===== src/rtl/main_fsm.sv =====
// main_fsm -- multicycle ARM control FSM.
//
// Sequences each instruction through FETCH/DECODE and a class-specific tail
// (memory, data-processing, branch). It drives the datapath mux selects and
// ALUControl, plus the raw write enables (PCS, RegW, MemW, FlagW, LinkW).
// The condition unit gates these enables with CondEx. Outputs decode from the
// state register and the Op/Funct/Rd fields of the held instruction.
//
// Optional feature macro: MAIN_FSM_BL_EN
//   defined   : a BRANCH with Funct[4]=1 also asserts LinkW and RegW (R14 <- PC+4)
//   undefined : LinkW is tied 0 and BL behaves as B
//
// Ports
//   clk        in   rising-edge clock
//   reset      in   synchronous, active-high
//   Op[1:0]    in   instr[27:26]
//   Funct[5:0] in   instr[25:20]: [5]=I, [4:1]=cmd, [0]=S (L for memory ops)
//   Rd[3:0]    in   instr[15:12]; 15 marks a PC-destination write
//   IRWrite    out  load instruction register
//   NextPC     out  write PC with PC+4
//   PCS        out  PC write request (branch, or RegW with Rd==15)
//   RegW       out  register-file write request
//   MemW       out  data-memory write request
//   FlagW[1:0] out  [1]=N,Z write, [0]=C,V write
//   AdrSrc     out  memory address: 0=PC, 1=ALUOut
//   ALUSrcA    out  0=RD1, 1=PC
//   ALUSrcB    out  00=RD2, 01=ExtImm, 10=const 4
//   ResultSrc  out  00=ALUOut, 01=ReadData, 10=ALUResult
//   ALUControl out  00=ADD 01=SUB 10=AND 11=ORR
//   LinkW      out  write R14 <- PC+4 this cycle
//   Illegal    out  sticky: unsupported Op decoded
module main_fsm #(
  parameter int unsigned STATE_W = 4
) (
  input  logic       clk,
  input  logic       reset,
  input  logic [1:0] Op,
  input  logic [5:0] Funct,
  input  logic [3:0] Rd,
  output logic       IRWrite,
  output logic       NextPC,
  output logic       PCS,
  output logic       RegW,
  output logic       MemW,
  output logic [1:0] FlagW,
  output logic       AdrSrc,
  output logic       ALUSrcA,
  output logic [1:0] ALUSrcB,
  output logic [1:0] ResultSrc,
  output logic [1:0] ALUControl,
  output logic       LinkW,
  output logic       Illegal
);

  typedef enum logic [STATE_W-1:0] {
    S_FETCH, S_DECODE, S_MEMADR, S_MEMRD, S_MEMWB, S_MEMWR,
    S_EXECR, S_EXECI, S_ALUWB, S_BRANCH, S_UNKNOWN
  } state_t;

  state_t state_q, state_d;
  logic   illegal_q;

  logic [1:0] cmd_alu;
  logic [1:0] cmd_flagw;
  logic       pc_dest;

  always_ff @(posedge clk) begin
    if (reset) begin
      state_q   <= S_FETCH;
      illegal_q <= 1'b0;
    end else begin
      state_q <= state_d;
      if (state_q == S_DECODE && Op == 2'b11) illegal_q <= 1'b1;
    end
  end

  always_comb begin
    state_d = state_q;
    unique case (state_q)
      S_FETCH:  state_d = S_DECODE;
      S_DECODE: begin
        unique case (Op)
          2'b00:   state_d = Funct[5] ? S_EXECI : S_EXECR;
          2'b01:   state_d = S_MEMADR;
          2'b10:   state_d = S_BRANCH;
          default: state_d = S_UNKNOWN;
        endcase
      end
      S_MEMADR:  state_d = Funct[0] ? S_MEMRD : S_MEMWR;
      S_MEMRD:   state_d = S_MEMWB;
      S_MEMWB:   state_d = S_FETCH;
      S_MEMWR:   state_d = S_FETCH;
      S_EXECR:   state_d = S_ALUWB;
      S_EXECI:   state_d = S_ALUWB;
      S_ALUWB:   state_d = S_FETCH;
      S_BRANCH:  state_d = S_FETCH;
      S_UNKNOWN: state_d = S_UNKNOWN;
      default:   state_d = S_FETCH;
    endcase
  end

  // Unrecognised cmd falls back to ADD and never writes flags.
  always_comb begin
    cmd_alu   = 2'b00;
    cmd_flagw = 2'b00;
    unique case (Funct[4:1])
      4'b0100: begin cmd_alu = 2'b00; cmd_flagw = 2'b11; end
      4'b0010: begin cmd_alu = 2'b01; cmd_flagw = 2'b11; end
      4'b0000: begin cmd_alu = 2'b10; cmd_flagw = 2'b10; end
      4'b1100: begin cmd_alu = 2'b11; cmd_flagw = 2'b10; end
      default: begin cmd_alu = 2'b00; cmd_flagw = 2'b00; end
    endcase
    if (!Funct[0]) cmd_flagw = 2'b00;
  end

  assign pc_dest = (Rd == 4'd15);

  always_comb begin
    IRWrite    = 1'b0;
    NextPC     = 1'b0;
    PCS        = 1'b0;
    RegW       = 1'b0;
    MemW       = 1'b0;
    FlagW      = '0;
    AdrSrc     = 1'b0;
    ALUSrcA    = 1'b0;
    ALUSrcB    = '0;
    ResultSrc  = '0;
    ALUControl = '0;
    LinkW      = 1'b0;
    unique case (state_q)
      S_FETCH: begin
        IRWrite = 1'b1; NextPC = 1'b1;
        ALUSrcA = 1'b1; ALUSrcB = 2'b10; ResultSrc = 2'b10;
      end
      S_DECODE: begin
        ALUSrcA = 1'b1; ALUSrcB = 2'b10; ResultSrc = 2'b10;
      end
      S_MEMADR: ALUSrcB = 2'b01;
      S_MEMRD:  AdrSrc = 1'b1;
      S_MEMWB: begin
        ResultSrc = 2'b01; RegW = 1'b1; PCS = pc_dest;
      end
      S_MEMWR: begin
        AdrSrc = 1'b1; MemW = 1'b1;
      end
      S_EXECR: begin
        ALUSrcB = 2'b00; ALUControl = cmd_alu; FlagW = cmd_flagw;
      end
      S_EXECI: begin
        ALUSrcB = 2'b01; ALUControl = cmd_alu; FlagW = cmd_flagw;
      end
      S_ALUWB: begin
        ResultSrc = 2'b00; RegW = 1'b1; PCS = pc_dest;
      end
      S_BRANCH: begin
        ALUSrcB = 2'b01; ResultSrc = 2'b10; PCS = 1'b1;
`ifdef MAIN_FSM_BL_EN
        LinkW = Funct[4];
        RegW  = Funct[4];
`endif
      end
      default: ;
    endcase
    // Reset drops any pending write in the cycle it is held, whatever the state.
    if (reset) begin
      IRWrite = 1'b0;
      NextPC  = 1'b0;
      PCS     = 1'b0;
      RegW    = 1'b0;
      MemW    = 1'b0;
      FlagW   = '0;
      LinkW   = 1'b0;
    end
  end

  assign Illegal = illegal_q;

endmodule


===== config.mk =====
export PLATFORM = sky130hd
export DESIGN_NAME = main_fsm
export DESIGN_NICKNAME = d
export VERILOG_FILES = /design/src/rtl/main_fsm.sv
export SDC_FILE = /design/constraint.sdc
export NUM_CORES = 1
export LEC_CHECK = 0
export BUFFER_PORTS_ARGS = -buffer_cell sky130_fd_sc_hd__buf_2
export CAP_MARGIN = 20
export CELL_PAD_IN_SITES_DETAIL_PLACEMENT = 0
export CELL_PAD_IN_SITES_GLOBAL_PLACEMENT = 2
export CORE_MARGIN = 1.5
export CORE_UTILIZATION = 19
export CTS_CLUSTER_DIAMETER = 30
export CTS_CLUSTER_SIZE = 12
export DETAILED_ROUTE_END_ITERATION = 16
export GPL_ROUTABILITY_DRIVEN = 0
export PLACE_DENSITY = 0.8
export RECOVER_POWER = 25
export SYNTH_ARGS = -nofsm -noshare
export SYNTH_HDL_FRONTEND = slang
export SYNTH_SLANG_ARGS = --single-unit

===== constraint.sdc =====
create_clock -name clk -period 1.13 [get_ports clk]
set_input_delay 0.0565 -clock clk [delete_from_list [all_inputs] [get_ports clk]]
set_output_delay 0.0565 -clock clk [all_outputs]
set_load 0.02 [all_outputs]

==> flow_metrics.tcl <==
set metrics [dict create \
    antenna_found_initial 0 \
    rsz0062_at_grt "yes" \
    syn-num-nets 83 \
    fin_ws_ns -0.430 \
    fillers 242 \
    post-route-period-util 1.38 \
    status "complete, but fails checks" \
    antenna_cells 0 \
    setup_viol 19 \
    drc 0 \
    boundaryPins 31 \
    yosysUniqueCellTypes 38 \
    cts_root_buffer "clkbuf_4" \
    cts_tree "yes" \
    p_leak_nw 0.489 \
    nets 136 \
    final_cell_area_sq_um 1220 \
    tns_ns -5.30 \
    clock_path_buffers 2 \
    postRouteAntennaNets 0 \
    die_w_microns 55.2 \
    start_util 0.205 \
    synthFlopType "dfxtp_1" \
    vdd_ir_drop_max_mv 0.815 \
    final_cell_mix "buf_4 (21), buf_6 (18), buf_2 (14)" \
    hp-class "in2reg" \
    dp_hpwl_mm 1.20 \
    fmax_ghz 0.641 \
    total_power_w 0.00115 \
    gr-usage-all-layers 0.131 \
    cp_cell_sequence "nand4bb_4 > or3b_4 > a211oi_4 > buf_6" \
    grt_pass1_vias 676 \
    routedWlPerCell_microns 12.1 \
    place_inst 140 \
    layout-drive-gt1-share 0.752 \
    period_needed_ns 1.56 \
    critPathMaxFanout 2 \
    wl_mm 1.83 \
    clk_latency_ns 0.25 \
    ys_seq_elements 5 \
    holdWs_ns 0.0395 \
    synth_cells 69 \
    vias 689 \
    async_flop_share 0 \
    multi_input_area_sq_um 567 \
    portBuffers 29 \
    power_density_nw_per_um2 940 \
    synth_edf_count 0 \
    synth.avg_cell_area_sq_um 7.49 \
    slowest_delay_ns 0.42 \
    cts_buffers 3 \
    area_growth_syn_to_layout_pct 136 \
    syn_area_sq_um 517 \
    yosys_warnings 0 \
    layout_commonest_cell "buf_4" \
    violations "negative setup slack" \
    path_buf_inv 1 \
    path_class "reg2out" \
    regArea_sq_um 108 \
    cp.arrival_ns 1.50 \
    grt_max_degree 11 \
    cts_sinks 5 \
    dr.pass1.iters 4 \
    clk_pin_slew_ns 0.05 \
    dr.first_iter.drc_count 4 \
    fin_cells 151 \
    crit_path_start_kind "flop" \
    seq_area_frac_synth 0.194 \
    cp-end-kind "primary output" \
    die_y_microns 55.2 \
    hold_viol 0 \
    fp.coreArea_sq_um 2520 \
    hold_buffers 0 \
    critPathTopFamily "simple AND/OR/NAND/NOR gates" \
    grt_pass1_wl_mm 2.88 \
    drv_slew 0 \
    worst_path_max_delay_cell "or3b_4" \
    fp.dieArea_sq_um 3040 \
    skew_ns 0.00636 \
    via_per_inst 4.56 \
    cap_viol_max_count 0 \
    crit_required_ns 1.07 \
    rows 18 \
    cts_max_level 1 \
    gr-total-overflow 0 \
    dpl_cell_area_sq_um 888 \
]
==> Yosys cell counts (2+ instances only) <==
| master | n | area (sq um) |
|---|---|---|
| xnor2_1 | 2 | 17.5 |
| clkbuf_1 | 2 | 7.51 |
| inv_1 | 3 | 11.3 |
| nand2b_1 | 2 | 12.5 |
| nand2_1 | 2 | 7.51 |
| o21ai_0 | 2 | 10.0 |
| nor2_1 | 10 | 37.5 |
| nor3_1 | 4 | 20.0 |
| buf_2 | 2 | 10.0 |
| dfxtp_1 | 5 | 100 |
| a21oi_1 | 4 | 20.0 |
| nor2b_1 | 3 | 18.8 |
| buf_4 | 3 | 22.5 |
==> final cells by class <==
| class | count | area share |
|---|---|---|
| sequential | 5 | 0.0882 |
| timing repair buffer | 56 | 0.385 |
| clock buffer | 3 | 0.0185 |
| multi-input combinational | 53 | 0.465 |
| inverter | 3 | 0.00923 |
| clock inverter | 1 | 0.00410 |
| tap | 30 | 0.0308 |
==> report_power, final <==
part / switching, W / total (W) / internal (W)
clock: 0.0000832 / 0.000212 / 0.000129
combinational: 0.000345 / 0.000711 / 0.000367
sequential: 0.0000259 / 0.000223 / 0.000197
==> worst register-to-register path: cells and delay by family (launching register included) <==
family / cells / cell delay [ns]
buffers and inverters: 3 / 0.37
DFF: 1 / 0.36
and+or+nand+nor: 1 / 0.28
AOI/OAI and AO/OA: 2 / 0.28
==> worst paths after layout <==
check / from / to / slack (ns) / cells past startpoint
worst max-delay path: state_q[3] / FlagW[1] / -0.43 / 4
worst max register to register: state_q[2] / state_q[1] / -0.23 / 6
worst min-delay path: Funct[0] / state_q[2] / 0.04 / 2
worst min register to register: Illegal / Illegal / 0.47 / 2
==> kinds of logic (layout without fill, tap and decap cells) <==
family                 Yosys count  in the layout  share of synthesized area
AO/OA/AOI/OAI                   16             16                      0.223
other                            1              1                    0.00726
AND/OR/NAND/NOR                 33             33                      0.404
buffers and inverters           11             63                      0.121
flip-flops                       5              5                      0.194
XOR/XNOR                         3              3                     0.0509
==> state kept, by name, indices dropped and copies added, names as in the netlist <==
signal	flops
Illegal	1
state_q	4
==> metrics by stage <==
step	setup WS, ns	utilization
finish	-0.430	0.484
global route	-0.482	0.484
CTS	-0.436	0.458
detailed placement	-0.217	0.352
global placement	-0.187	0.352
floorplan	-0.241	-
==> what timing repair did <==
item,4_1_cts,5_1_grt
pin swaps,9,5
resized for setup,43,19
setup buffers,8,0
setup endpoints to repair,18,20
==> routing by layer <==
| layer | wire (microns) | global-route usage |
|---|---|---|
| met1 | 740 | 0.157 |
| met2 | 1020 | 0.244 |
| met3 | 64 | 0.0161 |
| met4 | 0 | 0.0366 |
| met5 | 0 | 0 |
Power figures use the tool's default switching activity.
